### src/rtl/sprite_blitter_if.sv
// Command/plot bus between a sprite requester (master) and sprite_blitter (slave).
// The mirror signal exists only when SPRITE_BLITTER_MIRROR_EN is defined.
interface sprite_blitter_if #(
  parameter int COORD_W  = 8,
  parameter int COLOUR_W = 6,
  parameter int FRAME_W  = 1
);
  logic                start;
  logic [COORD_W-1:0]  origin_x;
  logic [COORD_W-1:0]  origin_y;
  logic [FRAME_W-1:0]  frame;
  logic                erase;
`ifdef SPRITE_BLITTER_MIRROR_EN
  logic                mirror;
`endif
  logic                busy;
  logic                done;
  logic                plot;
  logic [COORD_W-1:0]  out_x;
  logic [COORD_W-1:0]  out_y;
  logic [COLOUR_W-1:0] out_colour;

  modport master (
`ifdef SPRITE_BLITTER_MIRROR_EN
    output mirror,
`endif
    output start, origin_x, origin_y, frame, erase,
    input  busy, done, plot, out_x, out_y, out_colour
  );

  modport slave (
`ifdef SPRITE_BLITTER_MIRROR_EN
    input  mirror,
`endif
    input  start, origin_x, origin_y, frame, erase,
    output busy, done, plot, out_x, out_y, out_colour
  );
endinterface

### src/rtl/sprite_blitter.sv
// Sequential sprite renderer: scans a WxH bitmap one pixel per clock and emits clipped plot commands.
// Optional horizontal flip via the mirror input when SPRITE_BLITTER_MIRROR_EN is defined.
module sprite_blitter #(
  parameter int SPR_W    = 11,
  parameter int SPR_H    = 8,
  parameter int FRAMES   = 2,
  parameter int COORD_W  = 8,
  parameter int COLOUR_W = 6,
  parameter int SCREEN_W = 160,
  parameter int SCREEN_H = 120,
  parameter logic [FRAMES*SPR_W*SPR_H-1:0] SPRITE_MASK   = '1,
  parameter logic [COLOUR_W-1:0]           SPRITE_COLOUR = '1,
  parameter logic [COLOUR_W-1:0]           BG_COLOUR     = '0
) (
  input logic              clock,
  input logic              reset,
  sprite_blitter_if.slave  bus
);
  localparam int FRAME_W   = (FRAMES > 1) ? $clog2(FRAMES) : 1;
  localparam int COL_W     = (SPR_W > 1) ? $clog2(SPR_W) : 1;
  localparam int ROW_W     = (SPR_H > 1) ? $clog2(SPR_H) : 1;
  localparam int MASK_BITS = FRAMES * SPR_W * SPR_H;
  localparam int IDX_W     = (MASK_BITS > 1) ? $clog2(MASK_BITS) : 1;
  localparam int CW1       = COORD_W + 1;
  localparam int PIX_PER_FRAME = SPR_W * SPR_H;

  localparam logic [COL_W-1:0] COL_LAST  = COL_W'(SPR_W - 1);
  localparam logic [ROW_W-1:0] ROW_LAST  = ROW_W'(SPR_H - 1);
  localparam logic [CW1-1:0]   SCR_W_LIM = CW1'(SCREEN_W);
  localparam logic [CW1-1:0]   SCR_H_LIM = CW1'(SCREEN_H);

  typedef enum logic [1:0] {S_IDLE, S_SCAN, S_FINISH} state_t;

  state_t              r_state, w_next;
  logic [COL_W-1:0]    r_col, w_mask_col;
  logic [ROW_W-1:0]    r_row;
  logic [COORD_W-1:0]  r_ox, r_oy, r_x, r_y;
  logic [FRAME_W-1:0]  r_frame;
  logic                r_erase, w_mirror;
  logic                r_busy, r_done, r_plot;
  logic [COLOUR_W-1:0] r_colour;
  logic [IDX_W-1:0]    w_bit_idx;
  logic [CW1-1:0]      w_px, w_py;
  logic                w_hit, w_last_pos;

`ifdef SPRITE_BLITTER_MIRROR_EN
  logic r_mirror;
  always_ff @(posedge clock or posedge reset) begin
    if (reset)                            r_mirror <= 1'b0;
    else if (r_state == S_IDLE && bus.start) r_mirror <= bus.mirror;
  end
  assign w_mirror = r_mirror;
`else
  assign w_mirror = 1'b0;
`endif

  assign w_last_pos = (r_col == COL_LAST) && (r_row == ROW_LAST);

  // NOTE: sequential state uses non-blocking assignments so every flop samples pre-edge values.
  always_ff @(posedge clock or posedge reset) begin
    if (reset) r_state <= S_IDLE;
    else       r_state <= w_next;
  end

  // NOTE: every always_comb output gets a default first, so no path can infer a latch.
  always_comb begin
    w_next = r_state;
    case (r_state)
      S_IDLE:   if (bus.start) w_next = S_SCAN;
      S_SCAN:   if (w_last_pos) w_next = S_FINISH;
      S_FINISH: w_next = S_IDLE;
      default:  w_next = S_IDLE;
    endcase
  end

  // Carry out of the COORD_W+1 sum marks a wrap past the coordinate range.
  always_comb begin
    w_mask_col = w_mirror ? (COL_LAST - r_col) : r_col;
    w_bit_idx  = IDX_W'(r_frame) * IDX_W'(PIX_PER_FRAME)
               + IDX_W'(r_row) * IDX_W'(SPR_W) + IDX_W'(w_mask_col);
    w_px       = {1'b0, r_ox} + CW1'(r_col);
    w_py       = {1'b0, r_oy} + CW1'(r_row);
    w_hit      = SPRITE_MASK[w_bit_idx]
               && !w_px[COORD_W] && (w_px < SCR_W_LIM)
               && !w_py[COORD_W] && (w_py < SCR_H_LIM);
  end

  always_ff @(posedge clock or posedge reset) begin
    if (reset) begin
      r_col    <= '0;
      r_row    <= '0;
      r_ox     <= '0;
      r_oy     <= '0;
      r_frame  <= '0;
      r_erase  <= 1'b0;
      r_busy   <= 1'b0;
      r_done   <= 1'b0;
      r_plot   <= 1'b0;
      r_x      <= '0;
      r_y      <= '0;
      r_colour <= '0;
    end else begin
      r_busy <= (w_next == S_SCAN);
      r_done <= (w_next == S_FINISH);
      r_plot <= 1'b0;
      case (r_state)
        S_IDLE: if (bus.start) begin
          r_ox    <= bus.origin_x;
          r_oy    <= bus.origin_y;
          r_frame <= (int'(bus.frame) < FRAMES) ? bus.frame : '0;
          r_erase <= bus.erase;
          r_col   <= '0;
          r_row   <= '0;
        end
        S_SCAN: begin
          if (r_col == COL_LAST) begin
            r_col <= '0;
            r_row <= w_last_pos ? '0 : r_row + 1'b1;
          end else begin
            r_col <= r_col + 1'b1;
          end
          if (w_hit) begin
            r_plot   <= 1'b1;
            r_x      <= w_px[COORD_W-1:0];
            r_y      <= w_py[COORD_W-1:0];
            r_colour <= r_erase ? BG_COLOUR : SPRITE_COLOUR;
          end
        end
        default: ;
      endcase
    end
  end

  assign bus.busy       = r_busy;
  assign bus.done       = r_done;
  assign bus.plot       = r_plot;
  assign bus.out_x      = r_x;
  assign bus.out_y      = r_y;
  assign bus.out_colour = r_colour;
endmodule

### src/flat_wrapper.sv
// flat-port wrapper written by rule: the top's interface ports become plain ports
module sprite_blitter_flat 
#(
  parameter int SPR_W    = 11,
  parameter int SPR_H    = 8,
  parameter int FRAMES   = 2,
  parameter int COORD_W  = 8,
  parameter int COLOUR_W = 6,
  parameter int SCREEN_W = 160,
  parameter int SCREEN_H = 120,
  parameter logic [FRAMES*SPR_W*SPR_H-1:0] SPRITE_MASK   = '1,
  parameter logic [COLOUR_W-1:0]           SPRITE_COLOUR = '1,
  parameter logic [COLOUR_W-1:0]           BG_COLOUR     = '0
)
  (clock, reset, bus_start, bus_origin_x, bus_origin_y, bus_frame, bus_erase, bus_busy, bus_done, bus_plot, bus_out_x, bus_out_y, bus_out_colour);
  sprite_blitter_if #(.COORD_W(COORD_W), .COLOUR_W(COLOUR_W), .FRAME_W(1)) bus_i ();
  input logic clock;
  input logic reset;
  input wire logic [$bits(bus_i.start)-1:0] bus_start;
  input wire logic [$bits(bus_i.origin_x)-1:0] bus_origin_x;
  input wire logic [$bits(bus_i.origin_y)-1:0] bus_origin_y;
  input wire logic [$bits(bus_i.frame)-1:0] bus_frame;
  input wire logic [$bits(bus_i.erase)-1:0] bus_erase;
  output wire logic [$bits(bus_i.busy)-1:0] bus_busy;
  output wire logic [$bits(bus_i.done)-1:0] bus_done;
  output wire logic [$bits(bus_i.plot)-1:0] bus_plot;
  output wire logic [$bits(bus_i.out_x)-1:0] bus_out_x;
  output wire logic [$bits(bus_i.out_y)-1:0] bus_out_y;
  output wire logic [$bits(bus_i.out_colour)-1:0] bus_out_colour;
  assign bus_i.start = bus_start;
  assign bus_i.origin_x = bus_origin_x;
  assign bus_i.origin_y = bus_origin_y;
  assign bus_i.frame = bus_frame;
  assign bus_i.erase = bus_erase;
  assign bus_busy = bus_i.busy;
  assign bus_done = bus_i.done;
  assign bus_plot = bus_i.plot;
  assign bus_out_x = bus_i.out_x;
  assign bus_out_y = bus_i.out_y;
  assign bus_out_colour = bus_i.out_colour;
  sprite_blitter #(.SPR_W(SPR_W), .SPR_H(SPR_H), .FRAMES(FRAMES), .COORD_W(COORD_W), .COLOUR_W(COLOUR_W), .SCREEN_W(SCREEN_W), .SCREEN_H(SCREEN_H), .SPRITE_MASK(SPRITE_MASK), .SPRITE_COLOUR(SPRITE_COLOUR), .BG_COLOUR(BG_COLOUR)) u_core (.clock(clock), .reset(reset), .bus(bus_i));
endmodule
### config.mk
export PLATFORM = sky130hd
export DESIGN_NAME = sprite_blitter_flat
export DESIGN_NICKNAME = d
export VERILOG_FILES = /design/src/rtl/sprite_blitter_if.sv /design/src/rtl/sprite_blitter.sv /design/src/flat_wrapper.sv
export SDC_FILE = /design/constraint.sdc
export NUM_CORES = 1
export LEC_CHECK = 0
export ABC_AREA = 1
export BUFFER_PORTS_ARGS = -buffer_cell sky130_fd_sc_hd__clkbuf_2
export CAP_MARGIN = 20
export CORE_MARGIN = 2
export CORE_UTILIZATION = 60
export CTS_BUF_LIST = sky130_fd_sc_hd__clkbuf_4 sky130_fd_sc_hd__clkbuf_8
export DETAILED_ROUTE_END_ITERATION = 7
export GPL_TIMING_DRIVEN = 0
export PLACE_DENSITY = 0.82
export SETUP_SLACK_MARGIN = 0.5
export SYNTH_ARGS = -nofsm -noshare
export SYNTH_HDL_FRONTEND = slang
export SYNTH_SLANG_ARGS = --single-unit
export TNS_END_PERCENT = 5
### constraint.sdc
create_clock -name clock -period 4.9 [get_ports clock]
set_input_delay 0 -clock clock [delete_from_list [all_inputs] [get_ports clock]]
set_output_delay 0 -clock clock [all_outputs]
set_load 0.05 [all_outputs]
# Word level (Yosys, flattened, before mapping)
# Memories as Yosys holds them, arrays and structs flattened.
# Cells that the tools add are included.
# classes
magnitude_cmp	3
add_sub_neg	6
muxes	14
n_mul	2
reduce_logical	13
n_eq_ne	7
# op_table
op	n
$add A8 B3 Y9	1
$add A8 B4 Y9	1
$lt A8 B9 Y1 const B	1
$lt A9 B7 Y1 const B	1
$lt A9 B8 Y1 const B	1
$mux W3	3
$add A8 B4 Y8	1
$add A8 B7 Y8	1
$mux W4	2
$pmux W4 S2	1
$mul A3 B4 Y7 const B	1
$mux W6	1
$pmux W3 S2	1
$reduce_and A2 Y1	3
$logic_and A1 B1 Y1	5
$mul A1 B4 Y5 const B	1
$add A4 B1 Y4 const B	1
$eq A2 B1 Y1 const B	2
$eq A4 B4 Y1 const B	1
$mux W2	2
$pmux W2 S2	1
$add A3 B1 Y3 const B	1
$eq A3 B3 Y1 const B	1
$mux W1	3
other kinds (7)	8
# totals
n_memories	1
reg_bits	52
mem_bits_ro	256
out_inout_bits	25
word_cells	59
input_bits	21
# memory_table
memory	words	width	read_ports	rd_ports_with_merged_regs	write_ports	line_no	rtl
(no name shown)	256	1	1	0	0	sprite_blitter.sv:83	w_hit = SPRITE_MASK[w_bit_idx]

# Logic depth before layout (Yosys ltp)
# Gate-level depths: netlist of run 1.
# depth
word_depth	11
depth_mapped	14
ltp_nobuf	13

# Worst setup path before layout of run 1
# OpenSTA, ideal clock, no wires.
# synth_timing
kind	reg2reg
start	register u_core.r_col[0]
end	register u_core.r_x[0], in the netlist u_core.bus.out_x[0]
arrival_time_ns	1.974
required_ns	4.781
period_less_slack_ns	2.093
slack_ns	2.807
setup_time_ns	0.119
path_stages_with_launch	10
n_path_buf	1
cell_sequence	dfrtp_1 > ha_1 > fa_1 > nand2_1 > a21oi_1 > nor3_4 > nand3_4 > buf_6 > nand2_1 > nand2_1
# synth_between
elab_chain_cells	8
elab_cells_between_ends	11
classes_between	add/sub (2); order compare (1); mux (1); reduce/logical (6); memory (1)
# synth_rtl
element	line_no	rtl
start, declared	sprite_blitter.sv:35	logic [COL_W-1:0] r_col, w_mask_col;
start signal, assigned	sprite_blitter.sv:120	r_col <= r_col + 1'b1;
$add A8 B4 Y8	sprite_blitter.sv:80	+ IDX_W'(r_row) * IDX_W'(SPR_W) + IDX_W'(w_mask_col);
$mem_v2 Z256 W1	--	
$mux W1 (implied by the code)	sprite_blitter.sv:83	
$logic_and A1 B1 Y1 (2 in a row)	sprite_blitter.sv:84	&& !w_px[COORD_W] && (w_px < SCR_W_LIM)
$logic_and A1 B1 Y1 (2 in a row)	sprite_blitter.sv:85	&& !w_py[COORD_W] && (w_py < SCR_H_LIM);
$reduce_and A2 Y1 (no source line)	--	
end signal, assigned	sprite_blitter.sv:124	r_x <= w_px[COORD_W-1:0];
end, declared	sprite_blitter.sv:37	logic [COORD_W-1:0] r_ox, r_oy, r_x, r_y;
# Several ways; a longest one is shown, not always the timed one. The select of a mux whose other input is x is not followed.
# A chain may end at the register's enable or synchronous reset.

# Worst setup path after layout of run 1
# layout_timing
start	register u_core.r_col[0]
end	register u_core.r_x[3], in the netlist u_core.bus.out_x[3]
# Same word-level chain as after synthesis.

==> flow_summary_export.csv, run 1 <==
group,metric,value,unit
placed_design,dpl.cell_count,396,
logic_synthesis,ys_seq_elements,46,
sta,grt_setup_unrepaired,"no",
critical_path,cp_slowest_stage_delay,0.50,ns
routing,wirelength,5110,µm
routing,wl_per_cell,12.1,µm
critical_path,startpoint,"u_core.r_col[0]",
floorplan,die_w,68.1,µm
placed_design,routabilityCongestion,0.941,
cts,post_cts_buffers,0,
critical_path,reg2reg_from,"u_core.r_col[0]",
cts,clkTransAtPathRegs,0.08,ns
sta,hold_viol,0,
cts,clockRootBuffer,"clkbuf_8",
critical_path,cp-end-kind,"flip-flop",
logic_synthesis,synthTopCellsByCount,"nand2_1 (102), dfrtp_1 (46), inv_1 (37), nand3_1 (21), nand4_1 (19)",
routing,routed_via_density,5.12,
placed_design,post-dp-hpwl,3610,µm
sta,setup_viol,0,
sta,layout_setup_ws,2.59,ns
cts,cts_num_sinks,46,
logic_synthesis,yosysWarnings,0,
cts,htreeDepth,2,
sta,relSlewSlack,0.696,
cts,cts_made_buffers,5,
floorplan,rows,23,
logic_synthesis,syn_nets,335,
min_path,hp-class,"input port to flip-flop",
critical_path,worstPathCellList,"ha_1 > fa_1 > nand2_1 > a21oi_1 > nor3_4 > nand3_4 > buf_6 > nand2_1 > nand2_1",
logic_synthesis,synth-main-ff-cell,"dfrtp_1",
sta,fin_crit,2.31,ns
min_path,worstHoldEndpoint,"u_core.r_oy[0]",
grt,globalRouteOverflowTotal,0,
sta,tightest_slew,0.456,ns
critical_path,setup.worst_path.start_class,"flip-flop",
logic_synthesis,avgSynthCellArea,8.19,µm²
routing,drtAntennaViolNets,0,
floorplan,core-area,0.00397,mm²
sta,finalCritPeriodShare,0.472,
job,drv_cap,0,
power,power,0.00236,W
routing,drc,0,
floorplan,die_area,0.00464,mm²
cells_and_area,antenna_cells,0,
sta,skew,0.00811,ns
cells_and_area,layout-drive-gt1-share,0.199,
routing,num_vias,2162,
logic_synthesis,synth_top_cell_by_area,"dfrtp_1",
power,power_density,771,mW/mm²
critical_path,cp.required,5.10,ns
grt,antenna_found_initial,0,
floorplan,die_h,68.1,µm
logic_synthesis,postSynth.asyncResetShare,1.00,
grt,grt_first_pass_wirelength,8560,µm
min_path,whs_path_depth,4,
min_path,hp-start,"bus_start",
cts,cts_resized,0,
logic_synthesis,syn-cell-area,0.00246,mm²
grt,grt_max_degree,35,
outcome,status,"finished, final reports clean",
critical_path,crit_slowest_cell,"fa_1",
sta,slew_violations,0,
logic_synthesis,synth.top_cell.area_share,0.467,
critical_path,worstPathMaxFanout,10,
critical_path,cp_data_arrival_time,2.51,ns
grt,grt_pass1_vias,1947,
critical_path,reg2reg_depth,9,
grt,grt_use_total,0.251,
floorplan,ios,46,
logic_synthesis,synthDistinctLibCells,22,
routing,first_pass_iters,4,
cells_and_area,area_delta_synth_final,24.0,%
critical_path,critPathKind,"flip-flop to flip-flop",
logic_synthesis,synth_edf_count,0,
logic_synthesis,ys_seq_area_frac,0.467,
cells_and_area,layout.cells.non_filler,422,
placed_design,post-place-ws,2.59,ns
critical_path,r2r_end,"u_core.bus.out_x[3]",
routing,drt_iter0_markers,192,
power,vdd_drop_max,0.391,mV
floorplan,initial_core_util,0.621,
critical_path,cpMostUsedCell,"nand2_1",
cts,clk_latency,0.31,ns
logic_synthesis,synthCells,301,
cts,cts_tree,"yes",
cells_and_area,fin_nets,405,
cts,clock_path_buffers,2,
placed_design,numPortBuffers,44,
sta,setup_tns,0,ns
power,leakagePower,1.68,nW
sta,fmax,433,MHz
logic_synthesis,yosysMostFrequentCell,"nand2_1",
critical_path,r2r_slack,2.59,ns
logic_synthesis,netlist_top_cells_area,"dfrtp_1 (47%), nand2_1 (16%), inv_1 (5.6%)",
cells_and_area,fin_util,0.770,
## flip-flops by register name, summed over array words and instances, names as in the netlist, 2 cells and up
name,cells
u_core.bus.out_x,8
u_core.bus.out_y,8
u_core.r_ox,8
u_core.r_oy,8
u_core.r_col,4
u_core.r_row,3
u_core.r_state,2
## what timing repair did
item / 4_1_cts / 5_1_grt
hold endpoints to repair: 63 / 0
setup endpoints to repair: 0 / 0
hold buffers: 18 / 0
## cell type report
cell class / count / area, µm²
tap: 50 / 62.6
clock buffer: 5 / 68.8
sequential: 46 / 1150
buffer: 11 / 73.8
clock inverter: 3 / 40.0
timing repair buffer: 63 / 420
fill: 301 / 915
inverter: 41 / 154
multi-input combinational: 203 / 1090
## power breakdown
group / leakage [nW] / internal [W] / switching, W
registers: 0.568 / 0.000563 / 0.000127
logic: 1.06 / 0.000446 / 0.000940
clock network: 0.0579 / 0.000150 / 0.000129
total: 1.68 / 0.00116 / 0.00120
## routing by layer
| metal | wire [µm] | part of all wire | global-route usage | up-vias |
|---|---|---|---|---|
| li1 | - | - | - | 1102 |
| met1 | 2370 | 0.46 | 0.335 | 990 |
| met2 | 2400 | 0.47 | 0.392 | 58 |
| met3 | 223 | 0.044 | 0.0428 | 12 |
| met4 | 124 | 0.024 | 0.133 | 0 |
| met5 | 0 | 0 | 0 | - |
## metrics by stage
step | hold slack, ns | cell area, µm²
floorplan | 0.110 | 2460
global placement | 0.194 | 2750
detailed placement | -0.0503 | 2770
CTS | 0.110 | 3060
global route | 0.139 | 3060
finish | 0.123 | 3060
## worst max-delay path, delay by kind of cell (launching register included)
kind | cells | cell delay (ns)
AO/OA/AOI/OAI | 1 | 0.10
adder cells (fa/ha/maj) | 2 | 0.74
buffers and inverters | 1 | 0.17
flip-flops | 1 | 0.42
AND/OR/NAND/NOR | 5 | 0.75
## worst max path at each step
stage	end	cells after the start
after floorplan	u_core.bus.out_x[0]	9
after global placement	u_core.bus.out_y[0]	9
after detailed placement	u_core.bus.out_x[5]	9
after CTS	u_core.bus.out_x[5]	9
after global routing	u_core.bus.out_y[1]	8
final	u_core.bus.out_x[3]	9
## layout by cell type, fill, tap and decap left out, types with 5 or more instances in the layout
cell type	n
a21oi_1	8
buf_4	6
clkbuf_2	44
clkbuf_8	5
dfrtp_1	46
dlygate4sd3_1	18
ha_1	11
inv_1	36
inv_2	5
nand2_1	102
nand3_1	21
nand4_1	19
nor2_1	10
o21ai_0	16
xor2_1	5
## cell families after synthesis
logic type	synth area share
and+or+nand+nor	0.295
AOI/OAI and AO/OA	0.0487
xor gates and xnor gates	0.0249
DFF	0.467
adders and majority gates	0.0721
buffers and inverters	0.0924
Power figures use the tool's default switching activity.
==> inputs of run 2 (changes only) <==
--- a/config.mk
+++ b/config.mk
@@ -5,15 +5,15 @@
 export SDC_FILE = /design/constraint.sdc
 export NUM_CORES = 1
 export LEC_CHECK = 0
-export ABC_AREA = 1
+export ABC_AREA = 0
 export BUFFER_PORTS_ARGS = -buffer_cell sky130_fd_sc_hd__clkbuf_2
 export CAP_MARGIN = 20
 export CORE_MARGIN = 2
-export CORE_UTILIZATION = 60
+export CORE_UTILIZATION = 51
 export CTS_BUF_LIST = sky130_fd_sc_hd__clkbuf_4 sky130_fd_sc_hd__clkbuf_8
 export DETAILED_ROUTE_END_ITERATION = 7
 export GPL_TIMING_DRIVEN = 0
-export PLACE_DENSITY = 0.82
+export PLACE_DENSITY = 0.75
 export SETUP_SLACK_MARGIN = 0.5
 export SYNTH_ARGS = -nofsm -noshare
 export SYNTH_HDL_FRONTEND = slang
==> constraint.sdc (replaced) <==
create_clock -name clock -period 1.95 [get_ports clock]
set_input_delay 0 -clock clock [delete_from_list [all_inputs] [get_ports clock]]
set_output_delay 0 -clock clock [all_outputs]
set_load 0.05 [all_outputs]
==> flow_summary_export.csv, run 2 <==
group,metric,value,unit
power,power,0.00446,W
outcome,failed_checks,"setup timing",
floorplan,rows,24,
critical_path,critPathKind,"flip-flop to flip-flop",
grt,grt_use_total,0.206,
cells_and_area,multi_input_area,0.00119,mm²
cells_and_area,fillerInstances,285,
logic_synthesis,syn_nets,227,
routing,wirelength,4920,µm
critical_path,cp-end-kind,"flip-flop",
grt,antenna_found_initial,0,
logic_synthesis,synthTopCellsByCount,"dfrtp_1 (46), mux2_2 (24), nand2_1 (13), ha_1 (11), o21ai_0 (10)",
cells_and_area,area_delta_synth_final,36.8,%
critical_path,reg2reg_depth,11,
critical_path,cp_slowest_stage_delay,0.39,ns
placed_design,routabilityCongestion,0.844,
sta,grt_setup_unrepaired,"yes",
critical_path,cp_data_arrival_time,2.76,ns
grt,grt_first_pass_wirelength,8180,µm
logic_synthesis,synthDistinctLibCells,42,
routing,first_pass_iters,4,
routing,drc,0,
logic_synthesis,synth_top_cell_by_area,"dfrtp_1",
cells_and_area,antenna_cells,0,
sta,setup_viol,18,
cts,cts_made_buffers,5,
cts,htreeDepth,2,
critical_path,crit_slowest_cell,"dfrtp_1",
cts,clockRootBuffer,"clkbuf_8",
logic_synthesis,postSynth.asyncResetShare,1.00,
routing,routed_via_density,5.28,
job,drv_cap,0,
sta,hold_viol,0,
cts,cts_tree,"yes",
floorplan,die_h,71.8,µm
sta,finalCritPeriodShare,1.32,
placed_design,post-dp-hpwl,3190,µm
sta,skew,0.00565,ns
floorplan,ios,46,
grt,grt_pass1_vias,1751,
cts,cts_num_sinks,46,
grt,globalRouteOverflowTotal,0,
placed_design,numPortBuffers,44,
critical_path,r2r_slack,-0.63,ns
placed_design,post-place-ws,-0.720,ns
floorplan,die_area,0.00516,mm²
critical_path,worstPathMaxFanout,8,
cells_and_area,layout_common_cells,"clkbuf_2 (44), dfrtp_1 (44), dlygate4sd3_1 (18), buf_4 (17), mux2_4 (16)",
logic_synthesis,ys_seq_area_frac,0.491,
cts,clkTransAtPathRegs,0.08,ns
logic_synthesis,syn-cell-area,0.00234,mm²
logic_synthesis,synth.top_cell.area_share,0.491,
min_path,hp-class,"input port to asynchronous set/reset pin",
routing,drt_iter0_markers,87,
logic_synthesis,ys_seq_elements,46,
floorplan,initial_core_util,0.535,
sta,fmax,388,MHz
logic_synthesis,avgSynthCellArea,12.1,µm²
cells_and_area,seq_area,0.00115,mm²
routing,wl_per_cell,14.9,µm
sta,tightest_slew,0.677,ns
logic_synthesis,synthCells,193,
sta,slew_violations,0,
critical_path,worstPathCellList,"ha_2 > inv_2 > fa_2 > nor2b_4 > or2_4 > o41a_1 > nor3_2 > o311a_1 > buf_6 > buf_12 > mux2_4",
logic_synthesis,netlist_top_cells_area,"dfrtp_1 (49%), mux2_2 (12%), ha_1 (5.9%)",
cts,clk_latency,0.30,ns
cells_and_area,fin_util,0.731,
power,vdd_drop_max,0.791,mV
logic_synthesis,synth_edf_count,0,
outcome,status,"finished, violations left",
routing,drtAntennaViolNets,0,
grt,grt_max_degree,30,
logic_synthesis,yosysMostFrequentCell,"dfrtp_1",
critical_path,cp.required,2.13,ns
sta,relSlewSlack,0.548,
sta,layout_setup_ws,-0.628,ns
power,leakagePower,1.55,nW
routing,num_vias,1742,
critical_path,setup.worst_path.start_class,"flip-flop",
floorplan,core-area,0.00438,mm²
logic_synthesis,yosysWarnings,0,
cells_and_area,layout-drive-gt1-share,0.460,
power,power_density,1390,mW/mm²
floorplan,die_w,71.8,µm
logic_synthesis,synth-main-ff-cell,"dfrtp_1",
cells_and_area,fin_nets,311,
cts,clock_path_buffers,2,
sta,fin_crit,2.58,ns
## run 2: changes by cell type after synthesis, moves of 4 or more
cell,change
xnor2_1,+4
a22o_1,+4
nor2_1,-4
mux2_2,+24
inv_1,-28
mux2_4,+5
nand4_1,-17
inv_2,-4
a21oi_1,-5
nand2_1,-89
nand3_1,-16
o21ai_0,-6
## run 2: critical path, delay by kind of cell (launching register included)
kind,cells,cell delay (ns)
compound gates,2,0.56
buf+inv,3,0.32
mux,1,0.30
simple gates,3,0.46
flops,1,0.39
fa+ha+maj,2,0.42
## run 2: repair_timing
item                                    CTS  global route
hold endpoints to repair                 55             0
endpoints found under the setup margin   37            31
setup buffers                             8             6
hold buffers                             18             0
pin swaps                                10             6
resized for setup                        30             6
## run 2: layer usage
metal / share of wire / track usage
met1: 0.43 / 0.264
met2: 0.52 / 0.357
met3: 0.043 / 0.0422
met4: 0.0051 / 0.0566
met5: 0 / 0
## run 2: worst paths after layout
check,startpoint,endpoint
max,u_core.r_row[0],u_core.bus.out_x[3]
min,reset,u_core.r_ox[2]
max reg2reg,u_core.r_row[0],u_core.bus.out_x[3]
min reg2reg,u_core.r_erase,u_core.bus.out_colour[4]
max in group asynchronous,reset,u_core.r_col[0]
min in group clock,bus_start,u_core.r_col[1]
## run 2: cell type report
class / instances / area share
Multi-Input combinational cell: 127 / 0.370
Sequential cell: 46 / 0.360
Timing Repair Buffer: 77 / 0.172
Buffer: 11 / 0.0382
Clock buffer: 7 / 0.0281
Tap cell: 52 / 0.0203
Inverter: 9 / 0.0105
Clock inverter: 1 / 0.00156
## run 2: kinds of logic after synthesis
group	after synthesis	share of synthesized area
flip-flops	46	0.491
XOR/XNOR	9	0.0336
buffers and inverters	20	0.0502
adder cells (fa/ha/maj)	13	0.0758
AND/OR/NAND/NOR	41	0.0955
multiplexers	32	0.160
AO/OA/AOI/OAI	32	0.0939
## run 2: stage by stage
| stage | setup TNS [ns] | area [µm²] | cells | hold WS, ns |
|---|---|---|---|---|
| 2_1_floorplan | -7.00 | 2360 | 193 | 0.117 |
| 3_3_place_gp | -12.49 | 2650 | 289 | 0.211 |
| 3_5_place_dp | -13.29 | 2670 | 290 | -0.00641 |
| 4_1_cts | -11.09 | 3120 | 324 | 0.196 |
| 5_1_grt | -12.20 | 3210 | 330 | 0.250 |
| 6_report | -10.32 | 3210 | 330 | 0.217 |
## run 2: report_power, final
group          switching (W)  total (W)  internal (W)  leakage (nW)
sequential          0.000238    0.00147       0.00123         0.556
combinational        0.00134    0.00238       0.00104         0.941
clock               0.000313   0.000613      0.000300        0.0517
